--- src/rtl/apb_master.sv ---
// APB master: takes one local command at a time and runs it as a SETUP/ACCESS transfer.
// An ACCESS phase that waits too long is aborted with an error response.
module apb_master #(
    parameter int unsigned TIMEOUT = 16
) (
    input  logic       PCLK,
    input  logic       PRESET,
    input  logic       cmd_valid,
    output logic       cmd_ready,
    input  logic       cmd_write,
    input  logic [7:0] cmd_addr,
    input  logic [7:0] cmd_wdata,
    output logic       rsp_valid,
    output logic [7:0] rsp_rdata,
    output logic       rsp_err,
    output logic       PSEL,
    output logic       PENABLE,
    output logic       PWRITE,
    output logic [7:0] PADDR,
    output logic [7:0] PWDATA,
    input  logic [7:0] PRDATA,
    input  logic       PREADY,
    input  logic       PSLVERR,
    output logic [4:0] TPS
);

    typedef enum logic [1:0] {
        S_IDLE   = 2'd0,
        S_SETUP  = 2'd1,
        S_ACCESS = 2'd2
    } state_t;

    state_t     state_q;
    logic       cmd_ready_q;
    logic       psel_q;
    logic       penable_q;
    logic       pwrite_q;
    logic [7:0] paddr_q;
    logic [7:0] pwdata_q;
    logic       rsp_valid_q;
    logic [7:0] rsp_rdata_q;
    logic       rsp_err_q;
    logic [7:0] wait_cnt_q;
    logic       pready_q;
    logic       wait_last;

    // High on the cycle that would be the TIMEOUT-th consecutive wait state.
    assign wait_last = (wait_cnt_q == 8'(TIMEOUT - 1));

    always_ff @(posedge PCLK) begin
        if (PRESET) begin
            state_q     <= S_IDLE;
            cmd_ready_q <= 1'b1;
            psel_q      <= 1'b0;
            penable_q   <= 1'b0;
            pwrite_q    <= 1'b0;
            paddr_q     <= 8'h00;
            pwdata_q    <= 8'h00;
            rsp_valid_q <= 1'b0;
            rsp_rdata_q <= 8'h00;
            rsp_err_q   <= 1'b0;
            wait_cnt_q  <= 8'h00;
            pready_q    <= 1'b0;
        end else begin
            rsp_valid_q <= 1'b0;
            pready_q    <= PREADY;
            case (state_q)
                S_IDLE: begin
                    if (cmd_valid) begin
                        state_q     <= S_SETUP;
                        cmd_ready_q <= 1'b0;
                        psel_q      <= 1'b1;
                        pwrite_q    <= cmd_write;
                        paddr_q     <= cmd_addr;
                        pwdata_q    <= cmd_wdata;
                        wait_cnt_q  <= 8'h00;
                    end
                end
                S_SETUP: begin
                    state_q   <= S_ACCESS;
                    penable_q <= 1'b1;
                end
                S_ACCESS: begin
                    // A ready slave wins over a timeout firing in the same cycle.
                    if (psel_q && penable_q && PREADY) begin
                        state_q     <= S_IDLE;
                        cmd_ready_q <= 1'b1;
                        psel_q      <= 1'b0;
                        penable_q   <= 1'b0;
                        rsp_valid_q <= 1'b1;
                        rsp_rdata_q <= pwrite_q ? 8'h00 : PRDATA;
                        rsp_err_q   <= PSLVERR;
                    end else if (wait_last) begin
                        state_q     <= S_IDLE;
                        cmd_ready_q <= 1'b1;
                        psel_q      <= 1'b0;
                        penable_q   <= 1'b0;
                        rsp_valid_q <= 1'b1;
                        rsp_rdata_q <= 8'h00;
                        rsp_err_q   <= 1'b1;
                    end else begin
                        wait_cnt_q <= wait_cnt_q + 8'd1;
                    end
                end
                default: begin
                    state_q     <= S_IDLE;
                    cmd_ready_q <= 1'b1;
                    psel_q      <= 1'b0;
                    penable_q   <= 1'b0;
                end
            endcase
        end
    end

    assign cmd_ready = cmd_ready_q;
    assign rsp_valid = rsp_valid_q;
    assign rsp_rdata = rsp_rdata_q;
    assign rsp_err   = rsp_err_q;
    assign PSEL      = psel_q;
    assign PENABLE   = penable_q;
    assign PWRITE    = pwrite_q;
    assign PADDR     = paddr_q;
    assign PWDATA    = pwdata_q;
    // PREADY is shown one cycle late so no APB input reaches an output combinationally.
    assign TPS       = {pready_q, penable_q, psel_q, pwrite_q, PCLK};

endmodule

--- config.mk ---
export PLATFORM = sky130hd
export DESIGN_NAME = apb_master
export DESIGN_NICKNAME = d
export VERILOG_FILES = /design/src/rtl/apb_master.sv
export SDC_FILE = /design/constraint.sdc
export NUM_CORES = 1
export LEC_CHECK = 0
export ABC_CLOCK_PERIOD_IN_PS = 1490
export CORE_MARGIN = 3
export CORE_UTILIZATION = 38
export CTS_CLUSTER_DIAMETER = 40
export DETAILED_ROUTE_END_ITERATION = 8
export PLACE_DENSITY = 0.77
export SYNTH_ARGS = -nofsm -noshare
export SYNTH_HDL_FRONTEND = slang
export SYNTH_SLANG_ARGS = --single-unit
--- constraint.sdc ---
create_clock -name PCLK -period 1.49 [get_ports PCLK]
set_input_delay 0.447 -clock PCLK [delete_from_list [all_inputs] [get_ports PCLK]]
set_output_delay 0.447 -clock PCLK [all_outputs]
set_load 0.02 [all_outputs]
==> Yosys cells after proc, flatten, opt, wreduce, memory -nomap -nowiden <==
Cells that the tools add are included.
{ "word_totals": {"output_inout_bits": 35, "ff_bits": 41, "rom_bits": 0, "latch_bits": 0, "n_memories": 0, "ramBits": 0} }
{ "op_classes": {"n_shift": 0, "bitwise_logic": 3, "n_lt_le_gt_ge": 0, "div_mod_pow": 0, "eq_ne": 7, "reduce_logical": 12, "n_mux": 23, "addsub": 1, "multipliers": 0} }
{ "ops": {"columns": ["op", "count"], "rows": [
  ["2-to-1 mux 8 bit", 6],
  ["case mux 8 bit (2 select lines)", 1],
  ["2-to-1 mux 1 bit", 9],
  ["case mux 1 bit (3 select lines)", 3],
  ["adder 8 x 1 -> 8 bit (second input constant)", 1],
  ["== test 8 x 4 -> 1 bit (second input constant)", 1],
  ["AND reduction 2 bit", 4],
  ["2-to-1 mux 2 bit", 3],
  ["inequality test 2 bit (second input constant)", 3],
  ["case mux 2 bit (3 select lines)", 1],
  ["AND reduction 4 bit", 1],
  ["nonzero test 2 bit", 2],
  ["inequality test 3 bit (second input constant)", 1],
  ["NOT 1 bit", 3],
  ["AND reduction 3 bit", 1],
  ["== test 2 x 1 -> 1 bit (second input constant)", 1],
  ["== test 2 bit (second input constant)", 1],
  ["logical AND 1 bit", 2],
  ["zero test 2 bit", 1],
  ["OR reduction 2 bit", 1]
]} }

==> Depth between registers and ports, before layout <==
{ "depth": {"ltp_word": 4, "depth_mapped": 5, "depth_no_buf": 5} }

==> reports/summary.log <==
[timing] relative max-transition margin 0.7436
[critical_path] cell with the biggest individual delay on the critical path sky130_fd_sc_hd__a211oi_4
[die] vertical extent of the die 71.43 um
[routing] Detail Route Antenna Nets 0
[routing] number of optimization iterations in the first detailed-route pass 4
[timing] number of setup violations in the final report 1
[yosys] fraction of synthesis flops using an asynchronous set or reset pin 0
[timing] number of pins with negative max-slew slack in the final report 0
[final_layout] area taken by multi-input logic gates 808.3 um2
[yosys] net count after synthesis 204
[yosys] register area share after synthesis 0.5046
[placed_design] Port Buf Inserts 64
[die] area inside the core boundary 4058 um2
[pwr] Peak supply drop 0.0007614 V
[clocking] clock tree from TritonCTS done
[placed_design] placed instance area 2487 um2
[routing] Routed WL 4.254 mm
[yosys] EDFF count, synth 0
[die] horizontal die dimension 71.43 um
[final_layout] total area of sequential cells 832.0 um2
[timing] Fin Clk Skew 0.01202 ns
[critical_path] CP startpoint wait_cnt_q[0]
[min_path] Hold Path Origin cmd_ready
[timing] clock period minus worst slack 1.497 ns
[final_layout] Area Growth Syn to Fin 63.38%
[global_routing] wire length of the first global-routing pass 6.900 mm
[critical_path] type of origin of the critical path register
[global_routing] vias in the first global route 1529
[pwr] total net switching power 0.7131 mW
[global_routing] global routing usage summed across all routing layers 0.1740
[global_routing] leftover overflow at the end of global routing 0
[final_layout] fraction of final layout cells sized beyond drive strength 1 0.3726
[timing] final critical-path share of the clock period 1.004
[yosys] dominant register cell in the synthesized netlist sky130_fd_sc_hd__dfxtp_1
[die] Starting Density 0.4009
[yosys] post-synthesis instance total 173
[min_path] hold path depth 2
[final_layout] final layout net count 293
[critical_path] count of cells along the worst register-to-register path 5
[placed_design] placed wire-length estimate 2.983 mm
[routing] vias after detailed routing 1544
[clocking] clock latency reported for the late side of the worst-skew pair 0.41 ns
[die] placement row count 23
[critical_path] maximum single-stage delay on the critical path 0.37 ns
[pwr] Sw Share 0.2671
[die] area of the die 5102 um2
[run_status] result of the run finished, violations left
[final_layout] layout filler cell count 333
[critical_path] Cell Chain, Critical Path ha_4, and3_4, a211oi_4, mux2i_1, nor2b_2
[pwr] internal portion of total power 1.957 mW
[timing] hold violation total from the final report 0
[routing] average vias per placed instance 4.933
[timing] slew at the pin closest to its max-slew limit 0.3838 ns
[run_status] violations in the final reports negative setup slack
[yosys] number of warnings reported in the yosys synthesis log 0
[placed_design] last weighted congestion value of the routability-driven placer 0.8819
[timing] worst-case setup margin in the final layout -0.006558 ns
[critical_path] endpoint kind of the worst setup timing path register
[final_layout] leading cell types in the layout, fill and taps excluded sky130_fd_sc_hd__nand2_1, sky130_fd_sc_hd__dfxtp_1, sky130_fd_sc_hd__clkdlybuf4s50_1
[global_routing] pin count of the biggest net entering global routing 15
[critical_path] critical path start-end classification register to register
[final_layout] Layout Cell Area excl Fill 2658 um2
[pwr] share of total power in the clock network 0.409
[min_path] Hold/Removal Path Class register to register
[critical_path] reg-to-reg critical path startpoint wait_cnt_q[0]
[clocking] clock transition time at the flip-flop clock pins of the worst setup and hold paths 0.08 ns
[critical_path] data required time at the worst endpoint 1.83 ns
[critical_path] crit-path leading delay family compound AO/OA/AOI/OAI gates
[clocking] Post-CTS Hold Buffers 0
[placed_design] pre-CTS WS -0.4661 ns
[final_layout] most common library cell in the layout ignoring fill and taps sky130_fd_sc_hd__nand2_1
[final_layout] antenna diode instance count 0
[pwr] share of total power in combinational logic 0.154
[pwr] total leakage power 1.057 nW
[flow_run] number of maximum-capacitance constraint violations 0
[die] number of placed I/O pins 65
[critical_path] worst path arrival time 1.84 ns
[critical_path] CP bufs+invs 0
[pwr] Sequential Power Share 0.437
[timing] final setup TNS -0.006558 ns
[critical_path] maximum fanout encountered on the critical timing path 5
[yosys] average instance area after synthesis 9.402 um2
[yosys] count of distinct cell types in the synthesized netlist 36
[timing] top achievable clock speed 668.2 MHz
[timing] unrepaired setup endpoints after global routing true
[yosys] post-synthesis register bit count 41
[yosys] netlist area before placement 1627 um2
[critical_path] Worst path depth 5
[routing] Routed wire per std cell 13.59 um
[global_routing] number of antenna violations at the first check in global routing 0
[pwr] power per unit of standard cell area 1005 nW/um2
[routing] number of DRC violations after detailed-routing iteration 0 68
[routing] DRC violation count after routing 0
==> registers in the layout (all words and copies together) (netlist names) <==
name / flops
wait_cnt_q: 8
rsp_rdata: 8
PADDR: 8
pready_q: 1
cmd_ready: 1
PSEL: 1
state_q: 2
PENABLE: 1
rsp_err: 1
PWDATA: 8
rsp_valid: 1
PWRITE: 1
==> cells by family (layout without fill, tap and decap cells) <==
family	count (synthesis)	in the layout	synth area share
simple gates	72	72	0.2315
flops	41	41	0.5046
mux	2	2	0.01538
buf+inv	14	104	0.04538
compound gates	38	38	0.1685
fa+ha+maj	1	1	0.007691
xor+xnor	5	5	0.02692
==> Yosys cell counts, types with 3 or more instances <==
cell	n	area, um2
sky130_fd_sc_hd__a21oi_1	21	105.1
sky130_fd_sc_hd__a22o_1	8	70.07
sky130_fd_sc_hd__buf_4	5	37.54
sky130_fd_sc_hd__clkbuf_1	6	22.52
sky130_fd_sc_hd__dfxtp_1	41	820.8
sky130_fd_sc_hd__nand2_1	41	153.9
sky130_fd_sc_hd__nand3_1	3	15.01
sky130_fd_sc_hd__nor2_1	7	26.28
sky130_fd_sc_hd__nor2b_1	3	18.77
sky130_fd_sc_hd__xnor2_1	5	43.79
==> worst reg2reg max path: stages (launching register included) <==
cell,delay [ns]
sky130_fd_sc_hd__dfxtp_2,0.34
sky130_fd_sc_hd__ha_4,0.15
sky130_fd_sc_hd__and3_4,0.16
sky130_fd_sc_hd__a211oi_4,0.37
sky130_fd_sc_hd__mux2i_1,0.27
sky130_fd_sc_hd__nor2b_2,0.15
==> what timing repair did <==
action                                  4_1_cts  5_1_grt
setup buffers                                 3        2
endpoints found under the setup margin       53       35
pin swaps                                    16       12
gates resized for setup                     115       25
==> power groups by stage <==
stage | registers [mW] | clock network (mW) | logic, mW
final | 1.17 | 1.09 | 0.411
after global routing | 1.18 | 1.17 | 0.445
after CTS | 1.17 | 1.17 | 0.419
after detailed placement | 1.20 | 0.0901 | 0.429
after global placement | 1.19 | 0.0901 | 0.423
after floorplan | 1.25 | 0.0784 | 0.145
==> metal layers <==
layer	GRT usage	share of wire	vias to the layer above
met5	0	0	-
li1	-	-	766
met1	0.2014	0.42	726
met2	0.2806	0.50	45
met3	0.07293	0.063	7
met4	0.07724	0.016	0
==> final cells by class <==
class,count,area share
clock buffers,10,0.05226
inverters,1,0.001412
flip-flops and latches,41,0.3131
well taps,50,0.02354
multi-input cells,118,0.3041
clock inverters,1,0.003296
repair buffers,92,0.3023
==> metrics by stage <==
stage | cells | hold WS, ns | util | power, mW
finish | 313 | 0.4511 | 0.6549 | 2.670
global route | 313 | 0.4746 | 0.6549 | 2.793
CTS | 314 | 0.4571 | 0.6645 | 2.755
detailed placement | 300 | 0.4355 | 0.6130 | 1.714
global placement | 300 | 0.4325 | 0.6130 | 1.707
floorplan | 173 | 0.4998 | - | 1.468
==> final timing paths <==
path / end / slack, ns
setup / recovery: wait_cnt_q[1] / -0.007
hold / removal: cmd_ready / 0.45
setup reg to reg: wait_cnt_q[1] / -0.007
hold reg to reg: cmd_ready / 0.45
Power figures use the tool's default switching activity.
